### src/rtl/systolic_drain.sv
`default_nettype none
// +----------------------------------------------------------------------------+
// | Module      : systolic_drain                                               |
// | Description : Captures skewed per-PE results of an N x N systolic array    |
// |               into a capture bank, hands complete tiles to a drain bank   |
// |               and streams them word by word into an M x M row-major       |
// |               result memory with a valid/ready write handshake.           |
// | Revision    : 1.0  initial release                                         |
// +----------------------------------------------------------------------------+
module systolic_drain #(
    parameter int D_W_ACC = 16,
    parameter int N       = 3,
    parameter int M       = 6
) (
    input  logic                      clk,
    input  logic                      rst,
    input  logic [N*N*D_W_ACC-1:0]    D,
    input  logic [N*N-1:0]            valid_D,
    input  logic                      wr_ready,
    output logic                      wr_en,
    output logic [$clog2(M*M)-1:0]    wr_addr,
    output logic [D_W_ACC-1:0]        wr_data,
    output logic                      tile_done,
    output logic                      done,
    output logic                      overflow
);

    localparam int c_NW    = N * N;
    localparam int c_AW    = $clog2(M * M);
    localparam int c_TPR   = M / N;
    localparam int c_TILES = c_TPR * c_TPR;
    localparam int c_CW    = (N > 1) ? $clog2(N) : 1;
    localparam int c_IW    = (c_NW > 1) ? $clog2(c_NW) : 1;
    localparam int c_TW    = (c_TPR > 1) ? $clog2(c_TPR) : 1;
    localparam int c_TCW   = $clog2(c_TILES + 1);

    localparam logic [c_CW-1:0]  c_XMAX  = c_CW'(N - 1);
    localparam logic [c_TW-1:0]  c_TMAX  = c_TW'(c_TPR - 1);
    localparam logic [c_TCW-1:0] c_TLAST = c_TCW'(c_TILES - 1);

    typedef enum logic [0:0] {
        ST_IDLE  = 1'b0,
        ST_DRAIN = 1'b1
    } state_t;

    // Capture bank, drain bank and drain bookkeeping
    logic [D_W_ACC-1:0] r_cap   [c_NW];
    logic [D_W_ACC-1:0] r_drain [c_NW];
    logic [c_NW-1:0]    r_flag;
    state_t             r_state;
    logic [c_CW-1:0]    r_x;
    logic [c_CW-1:0]    r_y;
    logic [c_IW-1:0]    r_idx;
    logic [c_TW-1:0]    r_trow;
    logic [c_TW-1:0]    r_tcol;
    logic [c_TCW-1:0]   r_tile;
    logic               r_wr_en;
    logic [c_AW-1:0]    r_wr_addr;
    logic [D_W_ACC-1:0] r_wr_data;
    logic               r_tile_done;
    logic               r_done;
    logic               r_overflow;

    logic [D_W_ACC-1:0] w_d   [c_NW];
    logic [D_W_ACC-1:0] w_eff [c_NW];
    logic [c_NW-1:0]    w_vld;
    logic [c_NW-1:0]    w_cap_we;
    logic               w_accept;
    logic               w_last;
    logic               w_xfer;
    logic               w_ovf;
    logic [c_TW-1:0]    w_ntrow;
    logic [c_TW-1:0]    w_ntcol;
    logic [c_TW-1:0]    w_xrow;
    logic [c_TW-1:0]    w_xcol;
    logic [c_CW-1:0]    w_nx;
    logic [c_CW-1:0]    w_ny;
    logic [c_IW-1:0]    w_nidx;

    // Row-major result address, evaluated at integer width before narrowing
    function automatic logic [c_AW-1:0] f_addr(
        input logic [c_TW-1:0] trow,
        input logic [c_TW-1:0] tcol,
        input logic [c_CW-1:0] x,
        input logic [c_CW-1:0] y
    );
        int v;
        v = ((int'(trow) * N) + int'(x)) * M + int'(tcol) * N + int'(y);
        return v[c_AW-1:0];
    endfunction

    // Handshake, bank-transfer decision and next-word/next-tile arithmetic
    always_comb begin
        w_vld = (rst || r_done) ? '0 : valid_D;
        for (int k = 0; k < c_NW; k++) begin
            w_d[k]   = D[k*D_W_ACC +: D_W_ACC];
            // A word arriving in the transfer cycle for an empty slot goes
            // straight to the drain bank; a held word always wins.
            w_eff[k] = r_flag[k] ? r_cap[k] : w_d[k];
        end
        w_accept = (r_state == ST_DRAIN) && wr_ready;
        w_last   = w_accept && (r_x == c_XMAX) && (r_y == c_XMAX);
        // Transfer needs a free drain bank (idle, or emptying this cycle on a
        // tile that is not the final one) and a complete capture bank.
        w_xfer   = !rst && !r_done && (&(r_flag | w_vld)) &&
                   ((r_state == ST_IDLE) || (w_last && (r_tile != c_TLAST)));
        // On transfer only re-pulsed slots stay captured; otherwise empty
        // slots accept new data.
        w_cap_we = w_xfer ? (r_flag & w_vld) : (~r_flag & w_vld);
        w_ovf    = r_done ? (|valid_D) : (!w_xfer && (|(r_flag & w_vld)));

        w_ntcol  = (r_tcol == c_TMAX) ? '0 : r_tcol + 1'b1;
        w_ntrow  = (r_tcol == c_TMAX) ? r_trow + 1'b1 : r_trow;
        w_xrow   = (r_state == ST_DRAIN) ? w_ntrow : r_trow;
        w_xcol   = (r_state == ST_DRAIN) ? w_ntcol : r_tcol;
        w_ny     = (r_y == c_XMAX) ? '0 : r_y + 1'b1;
        w_nx     = (r_y == c_XMAX) ? r_x + 1'b1 : r_x;
        w_nidx   = r_idx + 1'b1;
    end

    // Capture flags, drain FSM, tile tracking and registered write port
    always_ff @(posedge clk) begin
        if (rst) begin
            r_flag      <= '0;
            r_state     <= ST_IDLE;
            r_x         <= '0;
            r_y         <= '0;
            r_idx       <= '0;
            r_trow      <= '0;
            r_tcol      <= '0;
            r_tile      <= '0;
            r_wr_en     <= 1'b0;
            r_wr_addr   <= '0;
            r_wr_data   <= '0;
            r_tile_done <= 1'b0;
            r_done      <= 1'b0;
            r_overflow  <= 1'b0;
        end else begin
            r_tile_done <= w_last;
            r_flag      <= w_xfer ? (r_flag & w_vld) : (r_flag | w_vld);
            if (w_ovf) begin
                r_overflow <= 1'b1;
            end
            if (w_last) begin
                r_tile <= r_tile + 1'b1;
                r_trow <= w_ntrow;
                r_tcol <= w_ntcol;
                if (r_tile == c_TLAST) begin
                    r_done <= 1'b1;
                end
            end
            if (w_xfer) begin
                r_state   <= ST_DRAIN;
                r_wr_en   <= 1'b1;
                r_x       <= '0;
                r_y       <= '0;
                r_idx     <= '0;
                r_wr_addr <= f_addr(w_xrow, w_xcol, '0, '0);
                r_wr_data <= w_eff[0];
            end else if (w_last) begin
                r_state <= ST_IDLE;
                r_wr_en <= 1'b0;
            end else if (w_accept) begin
                r_x       <= w_nx;
                r_y       <= w_ny;
                r_idx     <= w_nidx;
                r_wr_addr <= f_addr(r_trow, r_tcol, w_nx, w_ny);
                r_wr_data <= r_drain[w_nidx];
            end
        end
    end

    // Data storage of both banks; validity lives in the flags and the FSM
    always_ff @(posedge clk) begin
        for (int k = 0; k < c_NW; k++) begin
            if (w_cap_we[k]) begin
                r_cap[k] <= w_d[k];
            end
            if (w_xfer) begin
                r_drain[k] <= w_eff[k];
            end
        end
    end

    assign wr_en     = r_wr_en;
    assign wr_addr   = r_wr_addr;
    assign wr_data   = r_wr_data;
    assign tile_done = r_tile_done;
    assign done      = r_done;
    assign overflow  = r_overflow;

endmodule
`default_nettype wire

### config.mk
export PLATFORM = sky130hd
export DESIGN_NAME = systolic_drain
export DESIGN_NICKNAME = d
export VERILOG_FILES = /design/src/rtl/systolic_drain.sv
export SDC_FILE = /design/constraint.sdc
export NUM_CORES = 1
export LEC_CHECK = 0
export CAP_MARGIN = 10
export CORE_ASPECT_RATIO = 0.8
export CORE_MARGIN = 4
export CORE_UTILIZATION = 55
export DETAILED_ROUTE_END_ITERATION = 8
export MAX_ROUTING_LAYER = met4
export PLACE_DENSITY = 0.79
export REMOVE_ABC_BUFFERS = 1
export SLEW_MARGIN = 15
export SYNTH_ARGS = -nofsm -noshare
export SYNTH_HDL_FRONTEND = slang
export SYNTH_SLANG_ARGS = --single-unit
### constraint.sdc
create_clock -name clk -period 7.6 [get_ports clk]
set_clock_uncertainty 0.05 [all_clocks]
set_input_delay 1.9 -clock clk [delete_from_list [all_inputs] [get_ports clk]]
set_output_delay 1.9 -clock clk [all_outputs]
set_load 0.005 [all_outputs]
==> results of run 1 <==
[cell usage after synthesis (3+ instances only)]
cell type | number | share of area
nor3b_1 | 4 | 0.0021
mux2_2 | 144 | 0.11
ha_1 | 12 | 0.011
buf_6 | 4 | 0.0032
a2111oi_1 | 6 | 0.0042
buf_2 | 7 | 0.0025
a311oi_1 | 3 | 0.0018
mux2i_1 | 17 | 0.012
xor2_1 | 4 | 0.0025
mux4_1 | 3 | 0.0055
o2bb2ai_1 | 4 | 0.0025
inv_1 | 9 | 0.0024
xnor2_1 | 15 | 0.0092
o21ai_0 | 7 | 0.0025
mux4_2 | 29 | 0.046
and2_1 | 12 | 0.0053
edfxtp_1 | 288 | 0.61
a21oi_1 | 15 | 0.0053
clkbuf_1 | 24 | 0.0063
and3_1 | 16 | 0.0070
fa_1 | 4 | 0.0056
nand2b_1 | 5 | 0.0022
nor3_1 | 24 | 0.0084
nand2_1 | 32 | 0.0084
nor3_2 | 11 | 0.0077
dfxtp_1 | 48 | 0.068
nor2_1 | 44 | 0.012
o22ai_1 | 5 | 0.0022
buf_1 | 6 | 0.0016
a2111oi_2 | 9 | 0.0095
[final cells by class]
cell class                 count  area [sq um]  share of cell area
antenna                        1          2.50            0.000144
clock buffer                  46           947              0.0545
clock inverter                14          96.3             0.00555
inverter                      10          42.5             0.00245
multi-input combinational    449          4330               0.249
sequential                   336          9610               0.553
tap                          324           405              0.0233
timing repair buffer         198          1930               0.111
[power groups by stage]
stage	combinational [mW]	clock [mW]	sequential, mW
2_1_floorplan	0.111	0	2.12
3_3_place_gp	0.276	0	2.11
3_5_place_dp	0.281	0	2.11
4_1_cts	0.284	1.60	2.07
5_1_grt	0.300	1.68	2.08
6_report	0.285	1.58	2.08
[worst min-delay path, delay by kind of cell, from the launching register on]
| kind | cells | cell delay, ps |
|---|---|---|
| simple gates | 1 | 70 |
| flops | 1 | 310 |
| compound gates | 1 | 60 |
[logic make-up after synthesis]
| logic type | after synthesis | synth area share |
|---|---|---|
| AND/OR/NAND/NOR | 159 | 0.0589 |
| flip-flops | 336 | 0.676 |
| adder cells (fa/ha/maj) | 16 | 0.0162 |
| buffers and inverters | 58 | 0.0222 |
| XOR/XNOR | 20 | 0.0136 |
| AO/OA/AOI/OAI | 61 | 0.0359 |
| multiplexers | 193 | 0.177 |
[how the worst max path moves through the flow]
stage	from	end	slack (ps)
finish	valid_D[6]	r_cap[0][87]	2510
global placement	valid_D[6]	r_cap[0][114]	2110
global route	valid_D[6]	r_cap[0][124]	2330
floorplan	rst	r_cap[0][100]	1340
CTS	valid_D[6]	r_cap[0][87]	2520
detailed placement	valid_D[6]	r_cap[0][82]	2020
[flip-flops by register name, summed over array words and instances (netlist names)]
name	flops
overflow	1
r_trow	1
wr_en	1
tile_done	1
r_idx	4
r_x	2
r_cap	144
r_y	2
r_tile	3
wr_addr	6
r_flag	9
wr_data	16
done	1
r_tcol	1
r_drain	144
[layer usage]
layer  up-vias  wire length, um  global-route usage  part of all wire
li1       3657                -                   -                 -
met1      4104            14000               0.326              0.43
met2       352            15700               0.356              0.48
met3        61             2300              0.0360             0.070
met4         0              820              0.0692             0.025
met5         -                0                   -                 0
==> flow_summary_export.csv, run 1 <==
group,metric,value,unit
die,row_count,52,
sta,period_minus_slack,5090,ps
die,die_y,152,um
sta,setup_viol,0,
power_and_ir_drop,leakage,5.72,nW
hold_path,hold_path_depth,2,
layout,post-route-util,0.684,
synthesis,ys_async_sr_fraction,0,
sta,hold_ws,434,ps
layout,final_common_cell,"edfxtp_1",
place,portBuffers,181,
global_route,grt_pass1_vias,8389,
worst_setup_path,end_kind,"flip-flop",
clocking,cts_tree,"built",
power_and_ir_drop,pwr-share-seq,0.527,
route,drt-initial-drc-count,856,
layout,final_cell_mix,"288 x edfxtp_1, 180 x clkdlybuf4s50_1, 144 x mux2_2",
die,initial_core_util,0.560,
worst_setup_path,cp_max_fo,103,
worst_setup_path,crit_path_cell_trace,"clkdlybuf4s50_1 -> o22ai_1 -> nor4b_2 -> nand4_2 -> buf_4 -> inv_6 -> xnor2_1 -> and2_1",
worst_setup_path,path_buf_inv,3,
hold_path,holdPathEnd,"wr_addr[4]",
clocking,htreeDepth,2,
power_and_ir_drop,p_per_area,227,mW/mm^2
clocking,cts.clk_slew.worst_paths,60,ps
flow_run,maxCapViolations,0,
sta,fin_tns_setup,0,ps
clocking,clock_latency,510,ps
sta,maxSlewHeadroom,0.166,
sta,worst_slew_pin_slew,1250,ps
power_and_ir_drop,switchingPower,0.813,mW
place,place_area,0.0163,sq mm
place,dp_hpwl,21.3,mm
sta,rsz0062_at_grt,"no",
route,wl_per_cell,23.8,um
global_route,grt_max_degree,104,
worst_setup_path,cp.required,7660,ps
power_and_ir_drop,p_clk_frac,0.400,
global_route,grt_pass1_wl,49.5,mm
hold_path,hold_start,"wr_addr[4]",
worst_setup_path,crit_arrival,5150,ps
route,vias,8174,
worst_setup_path,cp_slowest_cell,"and2_1",
status,status,"completed",
sta,fmax,196,MHz
synthesis,synthCells,843,
power_and_ir_drop,p_comb_frac,0.072,
global_route,grt_use_total,0.232,
worst_setup_path,crit_cells,8,
place,gp_congestion,0.838,
clocking,postCtsSetupBuffers,0,
synthesis,synth_area_per_cell,16.9,sq um
synthesis,yosysSeqAreaShare,0.676,
route,final_antenna_net_count,0,
power_and_ir_drop,power.total,3.94,mW
global_route,grt_overflow_total,0,
clocking,ctsResizeCount,0,
synthesis,yosys_warnings,0,
layout,finalInstanceArea,0.0174,sq mm
route,vias_per_cell,5.93,
place,dp_cells,1317,
die,die_x,188,um
worst_setup_path,worstSetupStartpointType,"primary input",
worst_setup_path,r2r_cells,7,
layout,syn_to_final_growth,22.1,%
synthesis,synth_edf_count,288,
sta,hold_violations,0,
hold_path,hp-class,"reg2reg",
layout,nets,1201,
worst_setup_path,path_class,"in2reg",
worst_setup_path,crit_family,"buffers and inverters",
worst_setup_path,ff2ff_setup_slack,3310,ps
layout,drive_gt1_frac,0.260,
power_and_ir_drop,ir_drop,0.166,mV
route,finalWirelength,32.8,mm
layout,n_fill_cell,1696,
sta,slew_violations,0,
route,firstDrtPassIters,5,
power_and_ir_drop,cell_internal_pwr,3.12,mW
clocking,cts_max_path_buffers,3,
clocking,cts_root_buffer,"clkbuf_16",
worst_setup_path,worst_r2r_endpoint,"r_cap[0][87]",
synthesis,synth_flop_cell,"edfxtp_1",
synthesis,ys_ff_latch,336,
clocking,clock_sinks,336,
worst_setup_path,reg2reg_from,"r_flag[0]",
power_and_ir_drop,sw_frac_of_total,0.207,
global_route,antenna_found_initial,1,
die,io-pin-count,182,
die,core_area,0.0254,sq mm
sta,min_period_over_period,0.670,
clocking,cts.hold.buffers_added,0,
worst_setup_path,worst_path_largest_cell_delay,820,ps
layout,fin_cells,1378,
synthesis,netlist_area,0.0142,sq mm
clocking,cts_made_buffers,34,
place,dpl_worst_slack,2020,ps
sta,fin_ws,2510,ps
die,dieArea,0.0285,sq mm
synthesis,synth_cell_types,54,
route,route.detailed.drc,0,
(Power assumes the default switching activity.)
==> run 2: changes to the inputs <==
--- a/config.mk
+++ b/config.mk
@@ -8,10 +8,10 @@
 export CAP_MARGIN = 10
 export CORE_ASPECT_RATIO = 0.8
 export CORE_MARGIN = 4
-export CORE_UTILIZATION = 55
+export CORE_UTILIZATION = 50
 export DETAILED_ROUTE_END_ITERATION = 8
 export MAX_ROUTING_LAYER = met4
-export PLACE_DENSITY = 0.79
+export PLACE_DENSITY = 0.76
 export REMOVE_ABC_BUFFERS = 1
 export SLEW_MARGIN = 15
 export SYNTH_ARGS = -nofsm -noshare
==> constraint.sdc (replaced) <==
create_clock -name clk -period 4.3 [get_ports clk]
set_clock_uncertainty 0.05 [all_clocks]
set_input_delay 1.075 -clock clk [delete_from_list [all_inputs] [get_ports clk]]
set_output_delay 1.075 -clock clk [all_outputs]
set_load 0.005 [all_outputs]
==> run 2 against run 1 <==
  * Via count grew 1.4%
  * Power grew 80%
  * Wire length grew 5.9%
  * Global-route usage shrank 0.75 points
  * Sequential cell count is the same
==> flow_summary_export.csv, run 2 (synthesis gave the netlist of run 1 again) <==
group,metric,value,unit
clocking,cts_made_buffers,34,
die,dieArea,0.0312,sq mm
sta,worst_slew_pin_slew,1190,ps
place,dpl_worst_slack,320,ps
power_and_ir_drop,p_per_area,404,mW/mm^2
status,status,"completed",
route,firstDrtPassIters,5,
hold_path,hp-class,"reg2reg",
layout,nets,1216,
global_route,grt_overflow_total,0,
clocking,cts_tree,"built",
global_route,antenna_found_initial,2,
worst_setup_path,cp.required,4670,ps
clocking,htreeDepth,2,
route,drt-initial-drc-count,873,
worst_setup_path,crit_arrival,3860,ps
sta,fin_tns_setup,0,ps
route,wl_per_cell,24.3,um
power_and_ir_drop,leakage,5.82,nW
clocking,postCtsSetupBuffers,0,
worst_setup_path,worstSetupStartpointType,"primary input",
route,route.detailed.drc,0,
clocking,cts.hold.buffers_added,0,
route,vias,8287,
layout,fin_cells,1433,
clocking,clock_latency,510,ps
power_and_ir_drop,ir_drop,0.262,mV
flow_run,maxCapViolations,0,
die,die_y,159,um
clocking,cts_max_path_buffers,3,
sta,slew_violations,0,
route,final_antenna_net_count,0,
sta,setup_viol,0,
die,row_count,54,
die,die_x,197,um
global_route,grt_pass1_wl,51.8,mm
sta,fin_ws,814,ps
global_route,grt_pass1_vias,8413,
route,vias_per_cell,5.78,
clocking,clock_sinks,336,
global_route,grt_use_total,0.224,
layout,syn_to_final_growth,23.7,%
global_route,grt_max_degree,57,
worst_setup_path,end_kind,"flip-flop",
layout,final_cell_mix,"288 x edfxtp_1, 180 x clkdlybuf4s50_1, 144 x mux2_2",
place,dp_hpwl,24.0,mm
sta,maxSlewHeadroom,0.208,
clocking,ctsResizeCount,0,
sta,rsz0062_at_grt,"no",
worst_setup_path,cp_max_fo,51,
place,portBuffers,181,
die,io-pin-count,182,
route,finalWirelength,34.8,mm
sta,min_period_over_period,0.811,
sta,hold_violations,0,
sta,fmax,287,MHz
layout,final_common_cell,"edfxtp_1",
clocking,cts_root_buffer,"clkbuf_16",
die,core_area,0.0276,sq mm
place,gp_congestion,0.808,
clocking,cts.clk_slew.worst_paths,60,ps
place,dp_cells,1372,
worst_setup_path,path_class,"in2reg",
sta,period_minus_slack,3490,ps
die,initial_core_util,0.515,
layout,drive_gt1_frac,0.266,
[run 2: final cells by class]
type                            instances  area (sq um)
Clock inverter                         18           186
Clock buffer                           41           898
Tap cell                              364           455
Timing Repair Buffer                  213          2070
Fill cell                            1945         10000
Multi-Input combinational cell        449          4330
Inverter                               10          42.5
Antenna cell                            2          5.00
Sequential cell                       336          9610
[run 2: through the flow]
step	hold WS (ps)	instance area (sq um)	total power, mW	utilization
6_report	430	17600	7.10	0.637
3_3_place_gp	416	16500	4.24	0.597
4_1_cts	427	17600	7.16	0.637
3_5_place_dp	418	16500	4.25	0.597
2_1_floorplan	403	13900	3.94	-
5_1_grt	444	17600	7.32	0.637
[run 2: path summary, 6_finish.rpt]
check                   from          to  slack [ps]  cells past startpoint
setup / recovery  valid_D[7]  wr_addr[4]         810                      8
hold / removal        r_x[1]      r_x[1]         430                      2
setup reg to reg   r_flag[0]  wr_addr[4]         970                      7
hold reg to reg       r_x[1]      r_x[1]         430                      2
[run 2: per-layer routing]
metal	part of all wire	vias to the layer above	GRT usage	routed length, um
met5	0	-	-	0
met2	0.45	401	0.333	15700
met3	0.080	62	0.0415	2770
met4	0.021	0	0.0533	719
met1	0.45	4132	0.326	15600
li1	-	3692	-	-
[run 2: worst max-delay path, cell delays in order]
cell,delay [ps]
clkdlybuf4s50_1,530
o22ai_1,110
nor4b_2,340
nand4_2,360
inv_6,380
buf_4,620
a22oi_1,200
a21oi_1,200
[run 2: where the power goes]
part,switching (mW),total (mW),internal (mW),leakage (nW)
logic,0.235,0.521,0.286,2.27
clock network,1.19,2.92,1.73,0.529
registers,0.0298,3.66,3.63,3.02
==> run 3: changes to the inputs <==
--- a/config.mk
+++ b/config.mk
@@ -8,10 +8,10 @@
 export CAP_MARGIN = 10
 export CORE_ASPECT_RATIO = 0.8
 export CORE_MARGIN = 4
-export CORE_UTILIZATION = 50
+export CORE_UTILIZATION = 55
 export DETAILED_ROUTE_END_ITERATION = 8
 export MAX_ROUTING_LAYER = met4
-export PLACE_DENSITY = 0.76
+export PLACE_DENSITY = 0.79
 export REMOVE_ABC_BUFFERS = 1
 export SLEW_MARGIN = 15
 export SYNTH_ARGS = -nofsm -noshare
==> constraint.sdc (replaced) <==
create_clock -name clk -period 3.6 [get_ports clk]
set_clock_uncertainty 0.05 [all_clocks]
set_input_delay 0.9 -clock clk [delete_from_list [all_inputs] [get_ports clk]]
set_output_delay 0.9 -clock clk [all_outputs]
set_load 0.005 [all_outputs]
==> run 3 against run 2 <==
  * Power grew 25%
  * Non-clock buffer count shrank 2
  * Worst hold slack gained 7.3 ps
  * Combinational power grew 21%
  * Clock-buffer cell count grew 3
  * Sequential cell count is the same
  * Cell area grew 0.96%
==> flow_summary_export.csv, run 3 (synthesis gave the netlist of run 1 again) <==
group,metric,value,unit
layout,drive_gt1_frac,0.274,
route,wl_per_cell,24.3,um
layout,n_fill_cell,1603,
layout,post-route-util,0.700,
die,initial_core_util,0.560,
sta,maxSlewHeadroom,0.369,
layout,final_cell_mix,"288 x edfxtp_1, 180 x clkdlybuf4s50_1, 144 x mux2_2",
worst_setup_path,cp_slowest_cell,"fa_1",
die,dieArea,0.0285,sq mm
sta,rsz0062_at_grt,"no",
worst_setup_path,critPathLaunch,"r_x[0]",
sta,fin_tns_setup,0,ps
global_route,grt_max_degree,73,
layout,nets,1214,
global_route,antenna_found_initial,1,
worst_setup_path,path_buf_inv,2,
worst_setup_path,path_class,"reg2reg",
clocking,cts.clk_slew.worst_paths,70,ps
sta,worst_slew_pin_slew,946,ps
layout,final_common_cell,"edfxtp_1",
place,portBuffers,181,
die,core_area,0.0254,sq mm
clocking,clock_latency,510,ps
hold_path,hold_path_depth,2,
clocking,cts_root_buffer,"clkbuf_16",
sta,period_minus_slack,3130,ps
sta,hold_violations,0,
sta,slew_violations,0,
worst_setup_path,cp_max_fo,4,
route,firstDrtPassIters,5,
worst_setup_path,cp.required,3970,ps
route,final_antenna_net_count,0,
power_and_ir_drop,p_per_area,500,mW/mm^2
worst_setup_path,crit_family,"adder cells",
route,vias_per_cell,6.02,
die,row_count,52,
worst_setup_path,reg2reg_from,"r_x[0]",
worst_setup_path,worstSetupStartpointType,"flip-flop",
place,dp_hpwl,22.0,mm
clocking,ctsResizeCount,0,
global_route,grt_use_total,0.239,
worst_setup_path,crit_arrival,3500,ps
die,die_y,152,um
clocking,postCtsSetupBuffers,0,
worst_setup_path,crit_cells,10,
hold_path,hold_start,"wr_addr[0]",
global_route,grt_pass1_vias,8611,
worst_setup_path,r2r_cells,10,
hold_path,hp-class,"reg2reg",
power_and_ir_drop,leakage,5.91,nW
sta,fmax,319,MHz
clocking,cts_max_path_buffers,3,
clocking,cts.hold.buffers_added,0,
flow_run,maxCapViolations,0,
clocking,cts_tree,"built",
clocking,clock_sinks,336,
route,route.detailed.drc,0,
layout,syn_to_final_growth,24.9,%
sta,setup_viol,0,
power_and_ir_drop,ir_drop,0.408,mV
route,vias,8368,
worst_setup_path,crit_path_cell_trace,"inv_1 -> ha_1 -> o21ai_0 -> fa_1 -> ha_1 -> inv_1 -> fa_1 -> nor2b_1 -> xnor2_1 -> a211oi_1",
sta,min_period_over_period,0.871,
worst_setup_path,end_kind,"flip-flop",
die,die_x,188,um
status,status,"completed",
route,drt-initial-drc-count,837,
power_and_ir_drop,power.total,8.88,mW
global_route,grt_overflow_total,0,
die,io-pin-count,182,
clocking,cts_made_buffers,34,
route,finalWirelength,33.7,mm
global_route,grt_pass1_wl,51.1,mm
worst_setup_path,worst_path_largest_cell_delay,560,ps
clocking,htreeDepth,2,
place,gp_congestion,0.984,
==> run 3: cell count changes in the layout (fill, tap and decap cells not counted), sizes merged <==
cell,previous run,this run
clkbuf,41,44
bufinv,4,8
buf,33,31
diode,2,1
clkinv,13,7
==> run 3: worst paths after layout <==
check | to | slack [ps]
worst max-delay path | wr_addr[5] | 470
worst min-delay path | wr_addr[0] | 440
worst max register to register | wr_addr[5] | 470
worst min register to register | wr_addr[0] | 440
==> run 3: final cells by class <==
cell class	count	area (sq um)	area share
Timing Repair Buffer	211	2140	0.121
Antenna cell	1	2.50	0.000141
Clock buffer	44	950	0.0535
Multi-Input combinational cell	449	4330	0.244
Inverter	10	42.5	0.00239
Tap cell	324	405	0.0228
Clock inverter	16	282	0.0158
Sequential cell	336	9610	0.541
==> run 3: worst register-to-register path: cells and delay by family (launching register included) <==
family                     cells  cell delay [ps]
xor gates and xnor gates       1              110
DFF                            1              390
buffers and inverters          2              140
AOI/OAI and AO/OA              2              530
adders and majority gates      4             1670
and+or+nand+nor                1              160
==> run 3: routing by layer <==
| metal | track usage | routed length, um | vias up |
|---|---|---|---|
| met5 | - | 0 | - |
| met4 | 0.0632 | 794 | 0 |
| met3 | 0.0351 | 2160 | 64 |
| met2 | 0.381 | 16600 | 356 |
| met1 | 0.329 | 14200 | 4258 |
| li1 | - | - | 3690 |
==> run 3: power breakdown <==
part	switching, mW	internal (mW)	leakage (nW)
clock network	1.44	2.44	0.606
logic	0.286	0.347	2.28
registers	0.0285	4.34	3.02
total	1.76	7.12	5.91
==> run 3: through the flow <==
stage,std cells,hold WS [ps],area [sq um],worst slack (ps)
floorplan,795,403,13900,-1660
global placement,1330,412,16500,272
detailed placement,1330,427,16500,214
CTS,1390,436,17800,470
global route,1391,467,17800,201
finish,1391,438,17800,466
